==> src/rtl/simon_pkg.sv <==
// simon_pkg: shared types and press-decode helpers for the Simon input controller.
package simon_pkg;
  localparam int NUM_BTN = 4;
  typedef logic [1:0] btn_code_t;
  typedef enum logic [1:0] {IDLE, LISTEN, HOLDOFF} in_state_t;
  function automatic logic is_onehot(input logic [NUM_BTN-1:0] v);
    return (v != '0) && ((v & (v - 1'b1)) == '0);
  endfunction
  function automatic btn_code_t btn_enc(input logic [NUM_BTN-1:0] v);
    return v[3] ? 2'd3 : v[2] ? 2'd2 : v[1] ? 2'd1 : 2'd0;
  endfunction
endpackage

==> src/rtl/simon_btn_fifo.sv <==
// simon_btn_fifo: synchronous button-code queue; a push into a full queue is dropped even when a pop coincides.
module simon_btn_fifo
  import simon_pkg::*;
#(
  parameter int DEPTH = 4
) (
  input  logic                     clk,
  input  logic                     reset,
  input  logic                     push,
  input  logic                     pop,
  input  logic                     flush,
  input  btn_code_t                din,
  output btn_code_t                dout,
  output logic                     full,
  output logic                     empty,
  output logic [$clog2(DEPTH):0]   count
);
  localparam int AW = $clog2(DEPTH);
  btn_code_t mem_q [DEPTH];
  btn_code_t mem_d [DEPTH];
  logic [AW-1:0] wr_q, wr_d, rd_q, rd_d;
  logic [AW:0] cnt_q, cnt_d;
  logic push_ok, pop_ok;
  assign full    = cnt_q == (AW+1)'(DEPTH);
  assign empty   = cnt_q == '0;
  assign count   = cnt_q;
  assign dout    = mem_q[rd_q];
  assign push_ok = push && !full;
  assign pop_ok  = pop && !empty;
  always_comb begin
    mem_d = mem_q;
    if (push_ok) mem_d[wr_q] = din;
    wr_d  = flush ? '0 : wr_q + AW'(push_ok);
    rd_d  = flush ? '0 : rd_q + AW'(pop_ok);
    cnt_d = flush ? '0 : cnt_q + (AW+1)'(push_ok) - (AW+1)'(pop_ok);
  end
  always_ff @(posedge clk) begin
    if (reset) begin
      for (int i = 0; i < DEPTH; i++) mem_q[i] <= '0;
      wr_q  <= '0;
      rd_q  <= '0;
      cnt_q <= '0;
    end else begin
      mem_q <= mem_d;
      wr_q  <= wr_d;
      rd_q  <= rd_d;
      cnt_q <= cnt_d;
    end
  end
endmodule

==> src/rtl/simon_input_ctrl.sv <==
// simon_input_ctrl: arms/disarms player input, filters presses, queues codes, flags timeouts.
// Define SIMON_LED_ECHO_EN to add the led_echo feedback output.
module simon_input_ctrl
  import simon_pkg::*;
#(
  parameter int FIFO_DEPTH     = 4,
  parameter int HOLDOFF_CYCLES = 2500,
  parameter int TIMEOUT_CYCLES = 150000,
  parameter int CNT_W          = 18
) (
  input  logic                          clk,
  input  logic                          reset,
  input  logic                          arm,
  input  logic                          disarm,
  input  logic [NUM_BTN-1:0]            press_in,
  input  logic                          btn_ready,
  output logic                          btn_valid,
  output btn_code_t                     btn_code,
  output logic                          listening,
  output logic                          timeout,
  output logic                          multi_err,
  output logic                          overflow,
  output logic [$clog2(FIFO_DEPTH):0]   fifo_count
`ifdef SIMON_LED_ECHO_EN
  ,
  output logic [NUM_BTN-1:0]            led_echo
`endif
);
  localparam logic [CNT_W-1:0] TO_LAST = CNT_W'(TIMEOUT_CYCLES - 1);
  localparam logic [CNT_W-1:0] HO_LAST = CNT_W'(HOLDOFF_CYCLES - 1);
  in_state_t state_q, state_d;
  logic [CNT_W-1:0] cnt_q, cnt_d;
  logic timeout_q, timeout_d, multi_err_q, multi_err_d, overflow_q, overflow_d;
  logic push, pop, full, empty, press_one;
  assign press_one = is_onehot(press_in);
  assign pop       = btn_valid && btn_ready;
  assign btn_valid = !empty;
  assign listening = state_q == LISTEN;
  assign timeout   = timeout_q;
  assign multi_err = multi_err_q;
  assign overflow  = overflow_q;
  // A one-hot press on the last timeout cycle takes priority over the timeout.
  always_comb begin
    state_d     = state_q;
    cnt_d       = cnt_q;
    push        = 1'b0;
    timeout_d   = 1'b0;
    multi_err_d = 1'b0;
    overflow_d  = 1'b0;
    if (disarm) begin
      state_d = IDLE;
      cnt_d   = '0;
    end else if (state_q == IDLE) begin
      state_d = arm ? LISTEN : IDLE;
      cnt_d   = arm ? '0 : cnt_q;
    end else if (state_q == LISTEN) begin
      multi_err_d = (press_in != '0) && !press_one;
      push        = press_one;
      overflow_d  = press_one && full;
      timeout_d   = !press_one && cnt_q == TO_LAST;
      state_d     = press_one ? HOLDOFF : timeout_d ? IDLE : LISTEN;
      cnt_d       = (press_one || timeout_d) ? '0 : cnt_q + 1'b1;
    end else begin
      state_d = cnt_q == HO_LAST ? LISTEN : HOLDOFF;
      cnt_d   = cnt_q == HO_LAST ? '0 : cnt_q + 1'b1;
    end
  end
  always_ff @(posedge clk) begin
    if (reset) begin
      state_q     <= IDLE;
      cnt_q       <= '0;
      timeout_q   <= 1'b0;
      multi_err_q <= 1'b0;
      overflow_q  <= 1'b0;
    end else begin
      state_q     <= state_d;
      cnt_q       <= cnt_d;
      timeout_q   <= timeout_d;
      multi_err_q <= multi_err_d;
      overflow_q  <= overflow_d;
    end
  end
  simon_btn_fifo #(.DEPTH(FIFO_DEPTH)) u_fifo (
    .clk   (clk),
    .reset (reset),
    .push  (push),
    .pop   (pop),
    .flush (disarm),
    .din   (btn_enc(press_in)),
    .dout  (btn_code),
    .full  (full),
    .empty (empty),
    .count (fifo_count)
  );
`ifdef SIMON_LED_ECHO_EN
  logic [NUM_BTN-1:0] led_q, led_d;
  assign led_echo = led_q;
  assign led_d = state_d == HOLDOFF ? (push ? press_in : led_q) : '0;
  always_ff @(posedge clk) begin
    if (reset) led_q <= '0;
    else led_q <= led_d;
  end
`endif
endmodule

==> config.mk <==
export PLATFORM = sky130hd
export DESIGN_NAME = simon_input_ctrl
export DESIGN_NICKNAME = d
export VERILOG_FILES = /design/src/rtl/simon_pkg.sv /design/src/rtl/simon_btn_fifo.sv /design/src/rtl/simon_input_ctrl.sv
export SDC_FILE = /design/constraint.sdc
export NUM_CORES = 1
export LEC_CHECK = 0
export ABC_AREA = 0
export ABC_CLOCK_PERIOD_IN_PS = 2400
export CORE_MARGIN = 3
export CORE_UTILIZATION = 35
export DETAILED_ROUTE_END_ITERATION = 8
export PLACE_DENSITY = 0.66
export SLEW_MARGIN = 5
export SYNTH_ARGS = -nofsm -noshare
export SYNTH_HDL_FRONTEND = slang
export SYNTH_SLANG_ARGS = --single-unit
==> constraint.sdc <==
create_clock -name clk -period 2.4 [get_ports clk]
set_clock_uncertainty 0.15 [all_clocks]
set_input_delay 0.48 -clock clk [delete_from_list [all_inputs] [get_ports clk]]
set_output_delay 0.48 -clock clk [all_outputs]
set_load 0.01 [all_outputs]
==> reports/qor.csv <==
metric,value,unit
outcome,completed,
power share of the clock group,0.418,
Max Slew Vio Count,0,
sequential area share after synthesis,0.361,
# hold bufs at CTS,0,
later-pin clock latency in the skew report,0.29,ns
row count,27,
worst vdd ir,356,µV
number of global-route vias before repair,1860,
hold path start,cnt_q[16]$_SDFFE_PP0P_,
total number of vias,1905,
CP cell instances,or3_1 -> and2_1 -> ha_1 -> inv_1 -> ha_2 -> fa_2 -> xnor2_2 -> xnor2_1 -> nor2_1,
synthesized instance count,244,
LEAKAGE,0.936,nW
Synthesized Nets,259,
io pins,19,
worst min path class,flop to flop,
area grow syn2layout,28.1,%
Worst path slowest cell,or3_1,
CTS tree,done,
asr flop ratio synth,0,
GP Congestion,0.797,
Routed Wire Length,4.85,mm
crit path time final,2.30,ns
crit path DAT,2.33,ns
fraction of layout cells with a size suffix above 1,0.202,
Sw Share,0.227,
Comb power frac,0.089,
Die H,83.6,µm
synthesis-stage register bit count,38,
RSZ-0062 raised after global routing,yes,
Max Cap Violations,0,
WP data required,2.44,ns
synthesized area per cell,8.63,µm²
dpl ws,-0.391,ns
gr usage total,0.146,
wire per inst,13.5,µm
sequential fraction of design power,0.492,
Crit path largest cell delay,0.38,ns
DR iter-0 viols,79,
reg2reg start,u_fifo.count[0]$_SDFF_PP0_,
GRT Residual Overflow,0,
critical path startpoint category,flop,
Worst Tran Pin Value,0.452,ns
Nets,301,
P_int,0.000998,W
core area,0.00568,mm²
CTS buffer count,5,
Initial Util,0.371,
P per Cell Area,478,mW/mm²
CTS Sinks,38,
largest net degree at the start of global routing,21,
Die Width,83.6,µm
Clock Pin Slew Worst Setup and Hold Paths,0.07,ns
Final WS setup,0.104,ns
HPWL Detailed,3.54,mm
vias per cell,5.31,
placed cells,351,
Synth warnings,0,
final setup vio count,0,
Die Area,0.00698,mm²
Critical Path Fanout Max,2,
crit path from,u_fifo.count[0]$_SDFF_PP0_,
Syn Std Cell Area,0.00211,mm²
Setup Crit Path Kind,flop to flop,
antenna violations before repair,0,
first-pass GRT wire length,8.55,mm
H-tree levels,2,
Register-to-Register Setup Slack,0.10,ns
Layout Utilization,0.475,
P_sw,0.000293,W
Achievable Freq,435,MHz
clk buf depth,2,
diodes inserted,0,
ys flop type,dfxtp_1,
Max-Slew Margin vs Limit,0.696,
IO Port Bufs,18,
crit share post-route,0.957,
final hold vios,0,
Final ANT Viol Nets,0,
DRC Markers,0,
CTS root buf,clkbuf_8,
Post-synth EDFFs,0,
Synth cell types,47,
critical path capture point type,flop,
Final Instance Count excl. Fillers,359,
DRT Pass-1 Iters,4,
## area by class of cell
class                   instances  area (µm²)
clock inverters                 2        37.5
multi-input cells             184        1280
clock buffers                   6        72.6
well taps                      72        90.1
flip-flops and latches         38         762
repair buffers                 47         417
inverters                      10        37.5
fillers                       566        2980
## cell usage after synthesis (3+ instances only)
master,count,share of area
a21oi_1,6,0.014
and2_1,7,0.021
buf_2,6,0.014
clkbuf_1,5,0.0089
dfxtp_1,38,0.36
ha_1,5,0.030
inv_1,10,0.018
mux2i_1,8,0.038
nand2_1,30,0.053
nand3_1,5,0.012
nand4_1,7,0.021
nor2_1,25,0.045
nor3_1,10,0.024
nor4b_1,3,0.012
o211ai_1,20,0.071
o21ai_0,4,0.0095
o21ai_1,5,0.012
or2_2,3,0.0089
or3_1,3,0.0089
or4_1,3,0.011
xnor2_1,6,0.025
xor2_1,3,0.012
## flip-flops by register name, summed over array words and instances (netlist names)
name,flops
u_fifo.rd_q,2
u_fifo.count,3
overflow,1
multi_err,1
u_fifo.mem_q,8
timeout,1
state_q,2
cnt_q,18
u_fifo.wr_q,2
## per-stage QoR
step           setup TNS (ns)  power, W  hold slack [ns]  instance area (µm²)
2_1_floorplan         -0.0727  0.000707            0.305                 2120
5_1_grt               -0.0204   0.00134            0.370                 2700
4_1_cts                     0   0.00131            0.340                 2690
6_report                    0   0.00129            0.338                 2700
3_5_place_dp            -7.35  0.000765            0.330                 2560
3_3_place_gp            -6.44  0.000764            0.324                 2560
## power groups by stage
stage          Sequential (W)  Combinational (W)  Clock [W]
2_1_floorplan        0.000651          0.0000564          0
3_3_place_gp         0.000650           0.000114          0
3_5_place_dp         0.000650           0.000114          0
4_1_cts              0.000635           0.000116   0.000557
5_1_grt              0.000636           0.000126   0.000579
6_report             0.000635           0.000115   0.000540
## per-layer routing
layer  global-route usage  up-vias  wire length, µm
met3               0.0306        6              197
met1                0.195      891             2320
met2                0.234       41             2280
met4               0.0453        0               54
met5                    0        -                0
li1                     -      967                -
## critical path: cells and delay by family, from the launching register on
kind | cells | cell delay, ns
fa+ha+maj | 3 | 0.79
simple gates | 3 | 0.61
flops | 1 | 0.31
xor+xnor | 2 | 0.29
buf+inv | 1 | 0.04
## cells by family (layout without fill, tap and decap cells)
| family | Yosys count | in the layout | synth area share |
|---|---|---|---|
| buf+inv | 22 | 65 | 0.0434 |
| flops | 38 | 38 | 0.361 |
| compound gates | 47 | 47 | 0.174 |
| mux | 10 | 10 | 0.0594 |
| xor+xnor | 9 | 9 | 0.0374 |
| simple gates | 111 | 111 | 0.280 |
| fa+ha+maj | 7 | 7 | 0.0440 |
## layout by cell type (no fill, tap or decap), types with 4 or more instances in the layout
cell type	Yosys	routed
and2_1	7	7
nor4b_2	2	4
nand4_1	7	7
a21oi_1	6	6
xnor2_1	6	5
nor2_1	25	24
o211ai_1	20	20
mux2i_1	8	8
clkbuf_8	0	5
o21ai_1	5	5
o21ai_0	4	4
nand3_1	5	5
clkdlybuf4s50_1	0	14
inv_1	10	10
nand2_1	30	30
buf_4	0	28
ha_1	5	4
nor3_1	10	10
dfxtp_1	38	37
## final timing paths
kind	endpoint	depth (start not counted)
worst max register to register	u_fifo.count[2]$_SDFF_PP0_	9
worst min register to register	cnt_q[16]$_SDFFE_PP0P_	2
worst max-delay path	u_fifo.count[2]$_SDFF_PP0_	9
worst min-delay path	cnt_q[16]$_SDFFE_PP0P_	2
## timing repair
| item | in CTS | in global routing |
|---|---|---|
| pin swaps | 0 | 2 |
| endpoints found under the setup margin | 2 | 5 |
| setup buffers | 0 | 0 |
| resized for setup | 3 | 5 |
Note: power is estimated with default switching activity, not from simulation.
